File: src/rtl/issue_queue_if.sv
// Issue-queue element type plus the decoder/execute/writeback bundle wrapped around the queue.
// The queue sits on the slave modport; whatever drives it uses the master modport.
package issue_queue_pkg;
  typedef struct packed {
    logic [7:0] tag;
    logic       num1_need;
    logic [4:0] num1_addr;
    logic       num2_need;
    logic [4:0] num2_addr;
    logic       write_reg_need;
    logic [4:0] write_reg_addr;
  } issue_queue_element_t;
endpackage

interface issue_queue_if #(parameter int DEPTH = 8);
  import issue_queue_pkg::*;
  logic                       enq_valid;
  issue_queue_element_t       enq_elem;
  logic                       enq_ready;
  logic                       deq_valid;
  issue_queue_element_t       deq_elem;
  logic                       deq_ready;
  logic                       wb_valid;
  logic [4:0]                 wb_addr;
  logic                       flush;
  logic [$clog2(DEPTH):0]     count;

  modport slave (
    input  enq_valid, enq_elem, deq_ready, wb_valid, wb_addr, flush,
    output enq_ready, deq_valid, deq_elem, count
  );
  modport master (
    output enq_valid, enq_elem, deq_ready, wb_valid, wb_addr, flush,
    input  enq_ready, deq_valid, deq_elem, count
  );
endinterface

File: src/rtl/issue_queue.sv
// In-order issue queue with a GPR busy scoreboard. Only the head entry can issue.
// Optional macro ISSUE_QUEUE_BYPASS_EN lets an eligible element issue straight from enq when the queue is empty.
module issue_queue
  import issue_queue_pkg::*;
#(
  parameter int DEPTH = 8
) (
  input  logic          clk,
  input  logic          rst,
  issue_queue_if.slave  q_if
);
  localparam int AW = $clog2(DEPTH);
  localparam int CW = AW + 1;

  issue_queue_element_t r_mem [DEPTH];
  logic [AW-1:0]        r_head, r_tail;
  logic [CW-1:0]        r_count;
  logic [31:0]          r_busy;

  logic                 w_head_ok, w_byp, w_enq_fire, w_deq_fire, w_wr, w_pop;
  issue_queue_element_t w_head;
  logic [31:0]          w_busy_nxt;

  function automatic logic f_elig(issue_queue_element_t e, logic [31:0] b);
    return (!e.num1_need || (e.num1_addr == 5'd0) || !b[e.num1_addr]) &&
           (!e.num2_need || (e.num2_addr == 5'd0) || !b[e.num2_addr]);
  endfunction

  assign w_head    = r_mem[r_head];
  assign w_head_ok = f_elig(w_head, r_busy);

`ifdef ISSUE_QUEUE_BYPASS_EN
  assign w_byp = (r_count == '0) && q_if.enq_valid && !q_if.flush && f_elig(q_if.enq_elem, r_busy);
`else
  assign w_byp = 1'b0;
`endif

  assign q_if.enq_ready = (r_count != CW'(DEPTH));
  assign q_if.deq_valid = ((r_count != '0) && w_head_ok) || w_byp;
  assign q_if.deq_elem  = w_byp ? q_if.enq_elem : w_head;
  assign q_if.count     = r_count;

  assign w_enq_fire = q_if.enq_valid && q_if.enq_ready;
  assign w_deq_fire = q_if.deq_valid && q_if.deq_ready;
  // A bypassed element that issues immediately is never written into the ring.
  assign w_wr  = w_enq_fire && !(w_byp && q_if.deq_ready);
  assign w_pop = w_deq_fire && !w_byp;

  always_comb begin
    w_busy_nxt = r_busy;
    if (q_if.wb_valid) w_busy_nxt[q_if.wb_addr] = 1'b0;
    // Set after clear so a same-cycle issue of the same register wins.
    if (w_deq_fire && !q_if.flush && q_if.deq_elem.write_reg_need &&
        (q_if.deq_elem.write_reg_addr != 5'd0))
      w_busy_nxt[q_if.deq_elem.write_reg_addr] = 1'b1;
    w_busy_nxt[0] = 1'b0;
  end

  always_ff @(posedge clk) begin
    if (rst) begin
      r_head  <= '0;
      r_tail  <= '0;
      r_count <= '0;
      r_busy  <= '0;
    end else begin
      r_busy <= w_busy_nxt;
      if (q_if.flush) begin
        r_count <= '0;
        r_head  <= r_tail;
      end else begin
        if (w_wr)  r_tail <= r_tail + 1'b1;
        if (w_pop) r_head <= r_head + 1'b1;
        r_count <= r_count + CW'(w_wr) - CW'(w_pop);
      end
    end
  end

  always_ff @(posedge clk) begin
    if (!rst && !q_if.flush && w_wr) r_mem[r_tail] <= q_if.enq_elem;
  end
endmodule

File: src/flat_wrapper.sv
// flat-port wrapper written by rule: the top's interface ports become plain ports
module issue_queue_flat import issue_queue_pkg::*;
#(
  parameter int DEPTH = 8
)
  (clk, rst, q_if_enq_valid, q_if_enq_elem, q_if_deq_ready, q_if_wb_valid, q_if_wb_addr, q_if_flush, q_if_enq_ready, q_if_deq_valid, q_if_deq_elem, q_if_count);
  issue_queue_if #(.DEPTH(DEPTH)) q_if_i ();
  input  logic clk;
  input  logic rst;
  input wire logic [$bits(q_if_i.enq_valid)-1:0] q_if_enq_valid;
  input wire logic [$bits(q_if_i.enq_elem)-1:0] q_if_enq_elem;
  input wire logic [$bits(q_if_i.deq_ready)-1:0] q_if_deq_ready;
  input wire logic [$bits(q_if_i.wb_valid)-1:0] q_if_wb_valid;
  input wire logic [$bits(q_if_i.wb_addr)-1:0] q_if_wb_addr;
  input wire logic [$bits(q_if_i.flush)-1:0] q_if_flush;
  output wire logic [$bits(q_if_i.enq_ready)-1:0] q_if_enq_ready;
  output wire logic [$bits(q_if_i.deq_valid)-1:0] q_if_deq_valid;
  output wire logic [$bits(q_if_i.deq_elem)-1:0] q_if_deq_elem;
  output wire logic [$bits(q_if_i.count)-1:0] q_if_count;
  assign q_if_i.enq_valid = q_if_enq_valid;
  assign q_if_i.enq_elem = q_if_enq_elem;
  assign q_if_i.deq_ready = q_if_deq_ready;
  assign q_if_i.wb_valid = q_if_wb_valid;
  assign q_if_i.wb_addr = q_if_wb_addr;
  assign q_if_i.flush = q_if_flush;
  assign q_if_enq_ready = q_if_i.enq_ready;
  assign q_if_deq_valid = q_if_i.deq_valid;
  assign q_if_deq_elem = q_if_i.deq_elem;
  assign q_if_count = q_if_i.count;
  issue_queue #(.DEPTH(DEPTH)) u_core (.clk(clk), .rst(rst), .q_if(q_if_i));
endmodule
File: config.mk
export PLATFORM = sky130hd
export DESIGN_NAME = issue_queue_flat
export DESIGN_NICKNAME = d
export VERILOG_FILES = /design/src/rtl/issue_queue_if.sv /design/src/rtl/issue_queue.sv /design/src/flat_wrapper.sv
export SDC_FILE = /design/constraint.sdc
export NUM_CORES = 1
export LEC_CHECK = 0
export CAP_MARGIN = 20
export CORE_MARGIN = 2
export CORE_UTILIZATION = 40
export CTS_CLUSTER_SIZE = 14
export DETAILED_ROUTE_END_ITERATION = 12
export HOLD_SLACK_MARGIN = 0.02
export SYNTH_ARGS = -nofsm -noshare
export SYNTH_HDL_FRONTEND = slang
export SYNTH_SLANG_ARGS = --single-unit
File: constraint.sdc
create_clock -name clk -period 4 [get_ports clk]
set_input_delay 0.6 -clock clk [delete_from_list [all_inputs] [get_ports clk]]
set_output_delay 0.6 -clock clk [all_outputs]
set_load 0.1 [all_outputs]
==> impl_metrics.env, run 1 <==
export IMPL_status="completed"
export IMPL_yosys_area_top_type="edfxtp_1"
export IMPL_seq_area_frac_synth_pct=63.92
export IMPL_clkPwrFrac_pct=35.1
export IMPL_die_h_um=171.0
export IMPL_syn_area_sq_um=11150
export IMPL_antenna_found_initial=0
export IMPL_synthFlopType="edfxtp_1"
export IMPL_cts_sinks=252
export IMPL_gp_congestion=0.8342
export IMPL_tritoncts="yes"
export IMPL_die_w_um=171.0
export IMPL_clk_pin_slew_ps=50
export IMPL_cts_htree_levels=1
export IMPL_final_min_period_over_clock_period_pct=96.56
export IMPL_drv_slew=0
export IMPL_p_sw_share_pct=30.43
export IMPL_synthMuxAreaShare_pct=16.92
export IMPL_root_buffer="clkbuf_16"
export IMPL_power_density_nw_per_um2=544.0
export IMPL_num_io_pins=69
export IMPL_drc=0
export IMPL_wl_per_cell_um=21.88
export IMPL_drt_wl_total_mm=26.30
export IMPL_setup_viol=0
export IMPL_crit_slowest_cell="mux4_2"
export IMPL_criticalPathCategory="reg -> out"
export IMPL_vias=6690
export IMPL_drive_above_1_share_pct=27.31
export IMPL_grt_util_all_layers_pct=18.17
export IMPL_crit_fanout=5
export IMPL_cp_cell_sequence="buf_12 -> mux2i_1 -> mux4_2 -> mux4_2 -> and3b_1 -> a211oi_2 -> a2bb2oi_2 -> o211ai_4 -> clkinv_4 -> buf_12"
export IMPL_synth_simple_area_share_pct=7.552
export IMPL_clockBufferDepth=3
export IMPL_worstRegToRegCells=17
export IMPL_area_growth_syn_to_layout_pct=20.50
export IMPL_post_synth_top_count_cell="edfxtp_1"
export IMPL_max_slew_margin_pct=34.87
export IMPL_finalWorstSetupSlack_ps=137.4
export IMPL_cp_arrival_ps=3260
export IMPL_synthArstFlopShare_pct=0
export IMPL_cp_end_kind="output pin"
export IMPL_dp_hpwl_mm=16.80
export IMPL_synth_top_family_by_area="multiplexers"
export IMPL_ys_top_cells_by_area="edfxtp_1 56%, mux4_2 11%, dfxtp_1 7.9%, mux2_2 2.9%, mux2i_1 2.8%"
export IMPL_grt_pass1_vias=6893
export IMPL_whs_path_depth=2
export IMPL_period_minus_slack_ps=3863
export IMPL_pre_cts_ws_ps=67.27
export IMPL_synth_warnings=0
export IMPL_synth_edff_count=208
export IMPL_first_pass_iters=5
export IMPL_tightestPinTransition_ps=973.9
export IMPL_core_area_sq_um=27630
export IMPL_port_buffers=68
export IMPL_ys_top_cells_by_count="208 x edfxtp_1, 55 x mux4_2, 45 x nand2_1"
export IMPL_synth_fa_ha_area_share_pct=1.077
export IMPL_max_stage_delay_ps=610
export IMPL_min_to="u_core.r_busy[18]"
export IMPL_synth_compound_area_share_pct=7.474
export IMPL_diodes=0
export IMPL_seq_power_share_pct=40.1
export IMPL_hold_path_class="reg -> reg"
export IMPL_dieArea_sq_um=29230
export IMPL_yosysUniqueCellTypes=65
export IMPL_maxCapViolations=0
export IMPL_start_util_pct=40.35
export IMPL_p_int_uw=5085
export IMPL_synth_top_area_share_pct=56.02
export IMPL_finalNetCount=849
export IMPL_critPathTopFamily="multiplexers"
export IMPL_drt_iter0_drc=508
export IMPL_cts_buffers=27
export IMPL_antenna_left=0
export IMPL_fmax_mhz=258.9
export IMPL_p_sw_uw=2224
export IMPL_rows=61
export IMPL_placed_cell_area_sq_um=12390
export IMPL_grt_overflow_total=0
export IMPL_critPathLaunchType="flip-flop"
export IMPL_grt_first_pass_wirelength_mm=39.87
export IMPL_syn_num_nets=756
export IMPL_reg2reg_slack_ps=230
export IMPL_grt_max_degree=34
export IMPL_worst_ep_required_time_ps=3400
export IMPL_synth_seq_cells=252
export IMPL_hold_start="u_core.r_busy[18]"
export IMPL_hold_buffers=0
export IMPL_clock_latency_ps=540
export IMPL_p_leak_uw=0.004342
export IMPL_hold_viol=0
export IMPL_rsz0062_at_grt="false"
export IMPL_avgSynthCellArea_sq_um=15.70
export IMPL_worst_clock_skew_ps=16.40
export IMPL_ir_drop_mv=0.4319
export IMPL_fin_util_pct=48.63
export IMPL_r2r_end="u_core.q_if.count[1]"
export IMPL_synth_xor_area_share_pct=0.3142
export IMPL_syn_inst=710
export IMPL_viasPerCell=5.566
export IMPL_comb_power_share_pct=24.8
export IMPL_critPathBufInv=3
export IMPL_final_cell_area_sq_um=13440
state kept, by name, indices dropped and copies added (netlist names), named ones only:
name / cells
u_core.q_if.count: 4
u_core.r_busy: 31
u_core.r_head: 3
u_core.r_mem: 208
u_core.r_tail: 3
routing by layer:
| layer | vias to the layer above | wire length, um | global-route usage [%] |
|---|---|---|---|
| met3 | 51 | 1585 | 3.308 |
| li1 | 3026 | - | - |
| met4 | 0 | 675 | 5.195 |
| met5 | - | 0 | 0 |
| met2 | 219 | 13090 | 31.63 |
| met1 | 3394 | 10950 | 23.31 |
logic make-up after synthesis:
group                    after synthesis
AND/OR/NAND/NOR                      164
multiplexers                         116
flip-flops                           252
XOR/XNOR                               4
AO/OA/AOI/OAI                        103
buffers and inverters                 62
adder cells (fa/ha/maj)                9
worst register-to-register path: stages, from the launching register on:
cell        delay (ps)
dfxtp_4            370
buf_4              160
mux2i_1            110
mux4_2             580
buf_4              190
clkinvlp_4         130
mux2i_1            300
a22o_1             200
o21ai_2             90
o211ai_4           270
clkinv_4           120
nand2_4             80
inv_4               40
ha_4               240
inv_2               30
ha_4               150
fa_2               510
nor3b_2            130
final cells by class:
cell class | count | area (sq um)
tap | 378 | 473.0
sequential | 252 | 7136
clock buffer | 35 | 715.7
clock inverter | 15 | 209.0
timing repair buffer | 98 | 920.9
inverter | 28 | 127.6
fill | 2345 | 14190
multi-input combinational | 396 | 3854
what timing repair did:
action                     4_1_cts  5_1_grt
pin swaps                        0        1
setup endpoints to repair        1        2
setup buffers                    5        3
gates resized for setup          0        3
cell usage in the layout (no fill, tap or decap), types with 3 or more instances in the layout:
cell type        synthesis  layout
nor3b_1                 10       9
nor2b_1                  7       7
clkbuf_1                11       7
mux4_2                  55      55
o31ai_1                 25      25
inv_1                   26      19
nand2_1                 45      45
clkdlybuf4s50_1          0      41
and3_1                   3       3
o32ai_1                  7       7
a21oi_1                  7       5
clkbuf_16                0      27
clkinv_1                 1       4
or3b_2                   3       3
buf_12                   0       6
nand3_1                 27      27
clkinvlp_4               0       5
edfxtp_1               208     208
o21ai_0                  6       6
o211ai_1                19      19
bufinv_16                0       5
a31oi_1                  3       3
mux2i_1                 31      30
o41ai_2                  5       5
dfxtp_1                 44      41
xnor2_1                  3       3
mux2_4                   0       6
clkinv_2                 1       4
nor2_1                  25      19
a22oi_1                  3       3
ha_1                     8       6
nand2b_1                11      11
nor2_2                   1       6
mux2_2                  29      23
buf_4                    2      49
nor3_1                  13      11
nand3b_1                 8       8
how the worst max path moves through the flow:
| stage | startpoint | endpoint | slack (ps) | cells after the start |
|---|---|---|---|---|
| finish | flip-flop | q_if_deq_valid | 140 | 10 |
| global route | flip-flop | q_if_deq_valid | 20 | 10 |
| CTS | flip-flop | q_if_deq_valid | 20 | 10 |
| detailed placement | flip-flop | u_core.q_if.count[1] | 70 | 16 |
| global placement | flip-flop | u_core.q_if.count[1] | 120 | 15 |
| floorplan | u_core.q_if.count[2] | u_core.r_mem[4][0] | -300 | 6 |
power by group through the flow:
stage / clock, uW / combinational (uW) / sequential, uW
2_1_floorplan: 0 / 1240 / 3080
3_3_place_gp: 0 / 1720 / 3000
3_5_place_dp: 0 / 1750 / 3000
4_1_cts: 2620 / 1800 / 2940
5_1_grt: 2720 / 1920 / 2940
6_report: 2570 / 1810 / 2930
metrics by stage:
step / TNS, ps / hold slack [ps] / power, uW / std cells
2_1_floorplan: -43740 / 454.6 / 4316 / 710
4_1_cts: 0 / 495.5 / 7355 / 1199
3_3_place_gp: 0 / 486.7 / 4723 / 1144
3_5_place_dp: 0 / 485.8 / 4756 / 1144
6_report: 0 / 500.0 / 7309 / 1202
5_1_grt: 0 / 521.0 / 7573 / 1202
Note: power is estimated with default switching activity, not from simulation.
==> inputs of run 2 (changes only) <==
- ABC_CLOCK_PERIOD_IN_PS: unset -> 4000
==> results of run 2 <==
The final DEF is identical to that of run 1; final timing and power are the same.
